$ cat src/rtl/muldiv_unit.sv
// Iterative RV32M multiply/divide unit for the execute stage.
// One shift-add or restoring-divide step per clock, with a start/busy/done handshake.
module muldiv_unit #(
  parameter int unsigned XLEN         = 32,
  parameter int unsigned FAST_SPECIAL = 1
) (
  input  logic            clk,
  input  logic            rst,
  input  logic            start,
  input  logic [2:0]      op,
  input  logic [XLEN-1:0] rs1_val,
  input  logic [XLEN-1:0] rs2_val,
  output logic            busy,
  output logic            done,
  output logic [XLEN-1:0] result
);

  localparam int unsigned CW = (XLEN > 1) ? $clog2(XLEN) : 1;

  localparam logic [2:0] OP_MUL    = 3'd0;
  localparam logic [2:0] OP_MULH   = 3'd1;
  localparam logic [2:0] OP_MULHSU = 3'd2;
  localparam logic [2:0] OP_DIV    = 3'd4;
  localparam logic [2:0] OP_REM    = 3'd6;

  typedef enum logic [1:0] {IDLE, RUN, FINISH} state_t;

  state_t            state;
  logic [2:0]        op_q;
  logic [CW-1:0]     cnt;
  logic [2*XLEN-1:0] mcand;
  logic [2*XLEN-1:0] prod;
  logic [XLEN-1:0]   shreg;      // multiplier during mul, dividend/quotient during div
  logic [XLEN-1:0]   divisor;
  logic [XLEN-1:0]   rem;
  logic              neg_res;
  logic              special;
  logic [XLEN-1:0]   special_val;

  logic              a_neg, b_neg;
  logic [XLEN-1:0]   a_mag, b_mag;
  logic              div_zero, div_ovf, special_c, neg_c;
  logic [XLEN-1:0]   special_val_c;

  // Operand decode at accept time: magnitudes, result sign, special cases
  always_comb begin
    a_neg    = rs1_val[XLEN-1] & ((op == OP_MULH) | (op == OP_MULHSU) |
                                  (op == OP_DIV)  | (op == OP_REM));
    b_neg    = rs2_val[XLEN-1] & ((op == OP_MULH) | (op == OP_DIV) | (op == OP_REM));
    a_mag    = a_neg ? (XLEN'(0) - rs1_val) : rs1_val;
    b_mag    = b_neg ? (XLEN'(0) - rs2_val) : rs2_val;
    div_zero = op[2] & (rs2_val == '0);
    div_ovf  = ((op == OP_DIV) | (op == OP_REM)) &
               (rs1_val == {1'b1, {(XLEN-1){1'b0}}}) & (rs2_val == '1);
    special_c = div_zero | div_ovf;
    // Remainder follows the dividend; quotient and product follow the sign XOR
    neg_c    = (op[2] & op[1]) ? a_neg : (a_neg ^ b_neg);
    special_val_c = '0;
    if (div_zero)
      special_val_c = op[1] ? rs1_val : '1;
    else if (div_ovf)
      special_val_c = op[1] ? '0 : rs1_val;
  end

  logic [XLEN:0]     rem_sh;
  logic              sub_ok;
  logic [XLEN-1:0]   rem_sub;
  logic [2*XLEN-1:0] prod_step;

  // Per-step datapath
  always_comb begin
    rem_sh    = {rem, shreg[XLEN-1]};
    sub_ok    = rem_sh >= {1'b0, divisor};
    rem_sub   = rem_sh[XLEN-1:0] - divisor;
    prod_step = shreg[0] ? (prod + mcand) : prod;
  end

  logic [2*XLEN-1:0] prod_fix;
  logic [XLEN-1:0]   quo_fix, rem_fix, fin_val;

  // Sign fixup and result select for the FINISH state
  always_comb begin
    prod_fix = neg_res ? ((2*XLEN)'(0) - prod) : prod;
    quo_fix  = neg_res ? (XLEN'(0) - shreg) : shreg;
    rem_fix  = neg_res ? (XLEN'(0) - rem) : rem;
    fin_val  = '0;
    if (special)
      fin_val = special_val;
    else if (op_q == OP_MUL)
      fin_val = prod_fix[XLEN-1:0];
    else if (!op_q[2])
      fin_val = prod_fix[2*XLEN-1:XLEN];
    else if (!op_q[1])
      fin_val = quo_fix;
    else
      fin_val = rem_fix;
  end

  always_ff @(posedge clk or posedge rst) begin
    if (rst) begin
      state       <= IDLE;
      busy        <= 1'b0;
      done        <= 1'b0;
      result      <= '0;
      op_q        <= '0;
      cnt         <= '0;
      mcand       <= '0;
      prod        <= '0;
      shreg       <= '0;
      divisor     <= '0;
      rem         <= '0;
      neg_res     <= 1'b0;
      special     <= 1'b0;
      special_val <= '0;
    end else begin
      done <= 1'b0;
      case (state)
        IDLE: begin
          if (start) begin
            op_q        <= op;
            neg_res     <= neg_c;
            special     <= special_c;
            special_val <= special_val_c;
            cnt         <= '0;
            busy        <= 1'b1;
            prod        <= '0;
            rem         <= '0;
            if (op[2]) begin
              shreg   <= a_mag;
              divisor <= b_mag;
              mcand   <= '0;
            end else begin
              shreg   <= b_mag;
              divisor <= '0;
              mcand   <= {{XLEN{1'b0}}, a_mag};
            end
            state <= ((FAST_SPECIAL != 0) && special_c) ? FINISH : RUN;
          end
        end
        RUN: begin
          if (op_q[2]) begin
            rem   <= sub_ok ? rem_sub : rem_sh[XLEN-1:0];
            shreg <= {shreg[XLEN-2:0], sub_ok};
          end else begin
            prod  <= prod_step;
            mcand <= {mcand[2*XLEN-2:0], 1'b0};
            shreg <= {1'b0, shreg[XLEN-1:1]};
          end
          cnt <= cnt + CW'(1);
          if (cnt == CW'(XLEN-1))
            state <= FINISH;
        end
        FINISH: begin
          result <= fin_val;
          done   <= 1'b1;
          busy   <= 1'b0;
          state  <= IDLE;
        end
        default: state <= IDLE;
      endcase
    end
  end

endmodule

$ cat config.mk
export PLATFORM = sky130hd
export DESIGN_NAME = muldiv_unit
export DESIGN_NICKNAME = d
export VERILOG_FILES = /design/src/rtl/muldiv_unit.sv
export SDC_FILE = /design/constraint.sdc
export NUM_CORES = 1
export LEC_CHECK = 0
export CORE_MARGIN = 4
export CORE_UTILIZATION = 56
export CTS_BUF_LIST = sky130_fd_sc_hd__clkbuf_8 sky130_fd_sc_hd__clkbuf_16
export CTS_CLUSTER_DIAMETER = 40
export DETAILED_ROUTE_END_ITERATION = 7
export PLACE_DENSITY = 0.87
export SLEW_MARGIN = 20
export SYNTH_ARGS = -nofsm -noshare
export SYNTH_HDL_FRONTEND = slang
export SYNTH_SLANG_ARGS = --single-unit
$ cat constraint.sdc
create_clock -name clk -period 9.45 [get_ports clk]
set_input_delay 1.89 -clock clk [delete_from_list [all_inputs] [get_ports clk]]
set_output_delay 1.89 -clock clk [all_outputs]
set_load 0.1 [all_outputs]
==> metrics.txt <==
WL per Instance 23.4 um; period utilization between 50% and 60%; synthesized area 23000 um^2; Leak Pwr 11.4 nW; Hold Vio Cnt, Final 0; DR DRC count 0; CP Max Fanout 32; sw frac 50.0%; min cycle time layout 5.33 ns; first-pass GRT wire length about 130 mm; global placer's final weighted congestion 1.04; worst hold path endpoint busy; FP Rows 73; Synth top area share 32.9%; status finished, final reports clean; setup bufs post-CTS 0; Avg Inst Size Synth 7.94 um^2; antenna violation net count after detailed routing 0; io pins 104; vias in the first global route between 20k and 25k; CP endpoint kind flop; clock root cell clkbuf_16; max-cap violations 0; top_reg_cell synth dfrtp_1; hold path cells 2; Crit Reg-Reg Startpoint prod[28]; core area approximately 40000 um^2; Hold Buf Count CTS 0; post-synthesis register bit count around 300; Vias/cell 6.69; Synth Warn # 0; post-synthesis cell type count 71; nets slightly above 3k; Reg clk slew, reported paths ~0.060 ns; number of buffers created by CTS 54; clock latency on the worst-skew pair 0.61 ns; Post-Layout Inst Area 26200 um^2; layout cells sized above 1 5.67%; Clock Path Buffers 3; nature of the critical path startpoint primary input; r2r endpoint result[26]; Synth-to-Final Area Change 13.8%; fill cell count 3339; worst setup path category primary input to flop; n_diodes 0; initial core utilization between 50% and 60%; asr flop ratio synth 100%; Placed Area 24300 um^2; cells along the critical path clkdlybuf4s50_1 > or4_1 > or3_1 > nor4_1 > nand4_1 > o21ai_0 > nand2_1 > o21ai_0; Worst Reg-to-Reg Cells 10; Crit path buffers/inverters 1; VDD IR max 0.220 mV; GRT Overall Usage 35.6%; clk sinks 302; final count of negative-setup-slack endpoints 0; min-delay src busy; area of the multi-input gates approximately 15000 um^2; Synth area leader dfrtp_1; fmax 188 MHz; largest delay contributor family on the critical path simple AND/OR/NAND/NOR gates; count of flip-flops with a built-in enable after synthesis 0; H-tree depth 2; Internal about 0.0052 W; worst min-delay path class flop to flop; WP data arrival 5.83 ns; initial antenna violation count 2; max-slew violations 0; Post-Syn Instances 2895; CP max stage delay 0.66 ns; Port Buffers 103; RSZ-0062 raised after global routing no; Sequential Area 7560 um^2; post-cts resize count 0; reg2reg setup slack 5.28 ns; Die Span Y between 200 and 250 um; clk_skew 0.0304 ns; largest net degree at the start of global routing about 180; CTS tree done; Slew headroom just over 30%; part of the Yosys area used for sequential elements 32.9%; WL met3 11.3 mm; metal2 WL 34.3 mm; GR Overflow Total 0; Post-DP HPWL between 60 and 70 mm; Data required, critical path about 10 ns; most frequent CP cell o21ai_0; Vias 23.2k; Post-Route WL 81.1 mm; drt pass-1 iters 6; setup TNS 0 ns; 1st-iter DRT viols ~3.2k; top sig layer met5; Clock power frac 19.2%; WL met1 between 30 and 40 mm; WP depth 8; Max stage delay cell, worst path nand2_1; Power Dens Cells 397 nW/um^2; Comb pwr share 57.1%; Die Area 44400 um^2; switching power 0.00519 W; sequential share of power 23.7%; actual slew at the worst max-slew pin 1.03 ns; ranking of synthesized cells by area dfrtp_1 33%, o21ai_0 6.3%, nand2_1 6.3%; Syn Nets 3070; Chip Width around 210 um; Finished Core Util 65.1%
per-layer routing:
metal | GRT usage (%) | up-vias
met5 | 0 | -
met4 | 11.3 | 2
met3 | 11.5 | 215
met2 | 51.5 | 1416
met1 | 50.8 | 11100
li1 | - | 10500
cell usage after synthesis, types with 8 or more instances:
master and n:
dfrtp_1 302, o21ai_0 291, and3_1 18, xor2_1 131, o41ai_1 16, and2_1 11
o31ai_1 45, nor4_1 26, nand2_1 385, o21a_1 8, a221oi_1 14, a22o_1 53
or3_1 34, inv_1 78, nand3_1 73, o211ai_1 26, xnor2_1 132, or2_2 10
a211oi_1 19, a21oi_1 255, o22ai_1 46, nand4_1 45, mux2i_1 60, nor3_1 57
or4_1 17, ha_1 103, clkbuf_1 163, a31oi_1 15, o21bai_1 20, nor2_1 248
a21o_1 53, nand2b_1 22, buf_1 16
power by group through the flow:
stage / combinational (W) / clock (W) / sequential (W)
finish: 0.00593 / 0.00200 / 0.00246
detailed placement: 0.00576 / 0 / 0.00243
floorplan: 0.00435 / 0 / 0.00222
global placement: 0.00560 / 0 / 0.00240
global route: 0.00648 / 0.00208 / 0.00248
CTS: 0.00581 / 0.00201 / 0.00241
flip-flops by register name, indices dropped and copies added, names as in the netlist:
signal	flops
done	1
state	2
special_val	32
shreg	32
prod	64
rem	32
neg_res	1
cnt	5
busy	1
special	1
result	32
mcand	64
op_q	3
divisor	32
per-stage QoR:
stage	power [W]	setup slack, ns	hold WS [ns]	instances
2_1_floorplan	0.00657	3.54	0.442	2895
3_3_place_gp	0.00801	3.83	0.462	3368
3_5_place_dp	0.00819	3.56	0.467	3368
4_1_cts	0.0102	4.20	0.479	3468
5_1_grt	0.0110	3.86	0.494	3469
6_report	0.0104	4.12	0.477	3469
placed cells by master (no fill, tap or decap), drive strengths merged, types with 7 or more instances in the layout:
cell,instances
o22ai,46
nand4,45
nor3,57
o21ai,291
xor2,131
a221oi,14
a211oi,19
inv,90
clkinvlp,13
o211ai,26
clkdlybuf4s50,103
nand2,385
o31ai,47
o21a,8
or4,20
a21o,53
clkinv,12
a31oi,15
nor4,26
ha,103
o41ai,16
a21oi,255
o21bai,20
mux2i,60
and3,18
xnor2,132
buf,27
nor2,248
or3,35
nand2b,22
and2,11
or2,11
dfrtp,302
a221o,7
nor2b,7
clkbuf,58
nand3,73
a22o,53
layout make-up:
| cell class | instances | share of cell area, % |
|---|---|---|
| Inverter | 79 | 1.15 |
| Clock inverter | 42 | 1.72 |
| Multi-Input combinational cell | 2333 | 55.5 |
| Tap cell | 525 | 2.51 |
| Timing Repair Buffer | 130 | 4.84 |
| Clock buffer | 58 | 5.38 |
| Sequential cell | 302 | 28.9 |
worst max-delay path by stage:
stage | startpoint | end | slack (ns)
3_3_place_gp | rs1_val[10] | special_val[0] | 3.83
5_1_grt | rs1_val[10] | special_val[6] | 3.86
4_1_cts | rs1_val[10] | special_val[6] | 4.20
6_report | rs1_val[10] | special_val[6] | 4.12
2_1_floorplan | rst | busy | 3.54
3_5_place_dp | rs1_val[10] | special_val[6] | 3.56
kinds of logic (layout without fill, tap and decap cells):
group,count (synthesis),after routing,share of synthesized area [%]
and+or+nand+nor,973,973,19.2
AOI/OAI and AO/OA,926,926,24.9
xor gates and xnor gates,263,263,10.0
adders and majority gates,105,105,5.78
buffers and inverters,260,309,4.31
DFF,302,302,32.9
muxes,66,66,2.95
tightest hold or removal path, delay by kind of cell (launching register included):
family / cells / cell delay, ns
flip-flops: 1 / 0.34
AND/OR/NAND/NOR: 2 / 0.10
No activity file was read; power rests on OpenSTA's default activity.
==> edit (same settings) <==
Change the parameter `FAST_SPECIAL` from 1 to 0.
--- a/src/rtl/muldiv_unit.sv
+++ b/src/rtl/muldiv_unit.sv
@@ -2,7 +2,7 @@
 // One shift-add or restoring-divide step per clock, with a start/busy/done handshake.
 module muldiv_unit #(
   parameter int unsigned XLEN         = 32,
-  parameter int unsigned FAST_SPECIAL = 1
+  parameter int unsigned FAST_SPECIAL = 0
 ) (
   input  logic            clk,
   input  logic            rst,
Behaviour: not the same (a bounded check fails within 4 cycles, from zero or initial values and one cycle with rst high).
==> edit against the original RTL <==
Count of clock-buffer cells in the layout is 3 lower. Total power is 2.2% lower. Setup slack worse by 0.020 ns. First-iteration DRC count is 11% lower. Register-to-register slack worse by 0.38 ns. Routed wire length is 2.4% lower. Sequential cell count stayed put. Synthesized area is 1.7% lower. Cell count is 3.0% lower. Final area is 1.9% lower.
==> edit: results <==
{
  "power_leakage_nw": 11.0,
  "grt_usage_pct": 35.0,
  "min_path_type": "reg2reg",
  "routed_via_density": 6.68,
  "cts_buffers": 51,
  "ir_drop_v": 0.000348,
  "first_iter_violations": 2840,
  "ys_seq_area_share_pct": 33.4,
  "port_buffers": 103,
  "place_worst_setup_slack_ns": 3.61,
  "skew_ns": 0.0293,
  "place_congestion": 1.06,
  "arrival_ns": 5.85,
  "hold_depth": 2,
  "grt_pass1_wl_um": 122000,
  "rr_worst_depth": 14,
  "clockBufferDepth": 3,
  "grt_max_degree": 155,
  "setup_viol": 0,
  "synthArstFlopShare_pct": 100,
  "antenna_found_initial": 1,
  "cts_setup_buffers": 0,
  "insertion_delay_ns": 0.60,
  "ys_types": 80,
  "grt_pass1_vias": 21000,
  "drive_gt1_share_pct": 5.70,
  "htreeDepth": 2,
  "ys_top_cells_by_count": "nand2_1 (350), o21ai_0 (316), dfrtp_1 (302)",
  "synth-main-ff-cell": "dfrtp_1",
  "overflow": 0,
  "synth_top_area_share_pct": 33.4,
  "placed_cell_area_um2": 23900,
  "insertedDiodeCount": 0,
  "synth_area_leaders": "dfrtp_1 (33%), o21ai_0 (7.0%), xnor2_1 (6.1%)",
  "dp_hpwl_um": 58100,
  "reg_top3": "mcand (64), prod (64)",
  "worst_slew_pin_slew_ns": 1.12,
  "wl_um": 79100,
  "yosysWarnings": 0,
  "syn-num-nets": 2970,
  "status": "finished, final reports clean",
  "root_buffer": "clkbuf_16",
  "dr.pass1.iters": 6,
  "worstPathMaxFanout": 31,
  "cts_resized": 0,
  "path_clk_slew_ns": 0.06
}
[edit: changes by cell type after synthesis, sizes merged, moves of 11 or more]
cell	before	now
nor3	57	36
nand2	385	351
nor2b	7	19
nor2	248	225
a22o	53	37
nand3	73	61
nand3b	4	15
xor2	131	106
nand4	45	34
xnor2	132	158
o21ai	291	322
clkbuf	163	152
[edit: power by group]
group          switching, mW  internal [mW]
clock                  0.709           1.24
combinational           3.65           2.06
sequential             0.746           1.75
total                   5.10           5.05
[edit: final cells by class]
class / instances / area [µm²]
Clock buffer: 55 / 1330
Clock inverter: 37 / 448
Inverter: 73 / 278
Multi-Input combinational cell: 2244 / 14100
Fill cell: 3352 / 14200
Timing Repair Buffer: 129 / 1250
Sequential cell: 302 / 7570
Tap cell: 525 / 657
[edit: cells by family after synthesis]
group | after synthesis | synth area share, %
compound gates | 921 | 24.9
xor+xnor | 264 | 10.2
fa+ha+maj | 105 | 5.88
buf+inv | 249 | 4.19
flops | 302 | 33.4
mux | 70 | 3.16
simple gates | 884 | 18.2
[edit: through the flow]
| step | cells | utilization [%] | hold WS [ns] |
|---|---|---|---|
| after floorplan | 2795 | - | 0.440 |
| after global placement | 3273 | 60.0 | 0.466 |
| after detailed placement | 3273 | 60.0 | 0.485 |
| after CTS | 3365 | 64.4 | 0.489 |
| after global routing | 3365 | 64.4 | 0.524 |
| final | 3365 | 64.4 | 0.487 |
[edit: metal layers]
layer | share of wire, % | track usage (%) | wire length [µm]
met1 | 40 | 48.5 | 31400
met2 | 43 | 53.0 | 34400
met4 | 5.3 | 16.1 | 4190
met3 | 12 | 7.42 | 9110
met5 | 0 | 0 | 0
[edit: worst max-delay path: stages]
cell	delay, ns
clkdlybuf4s50_1	0.49
or4_1	0.63
nor4_1	0.38
nor4b_2	0.36
nand3_1	0.19
or3_1	0.41
nor4_1	0.29
nand4_1	0.13
nand2_1	0.14
nand2_1	0.53
o21ai_0	0.40
[edit: path summary, 6_finish.rpt]
path | start | slack (ns) | endpoint
min in group asynchronous | rst | 1.87 | prod[52]
setup / recovery | rs1_val[13] | 4.10 | special_val[20]
hold reg to reg | divisor[0] | 0.49 | divisor[0]
setup reg to reg | prod[0] | 4.90 | prod[50]
max in group asynchronous | rst | 6.15 | neg_res
hold / removal | divisor[0] | 0.49 | divisor[0]
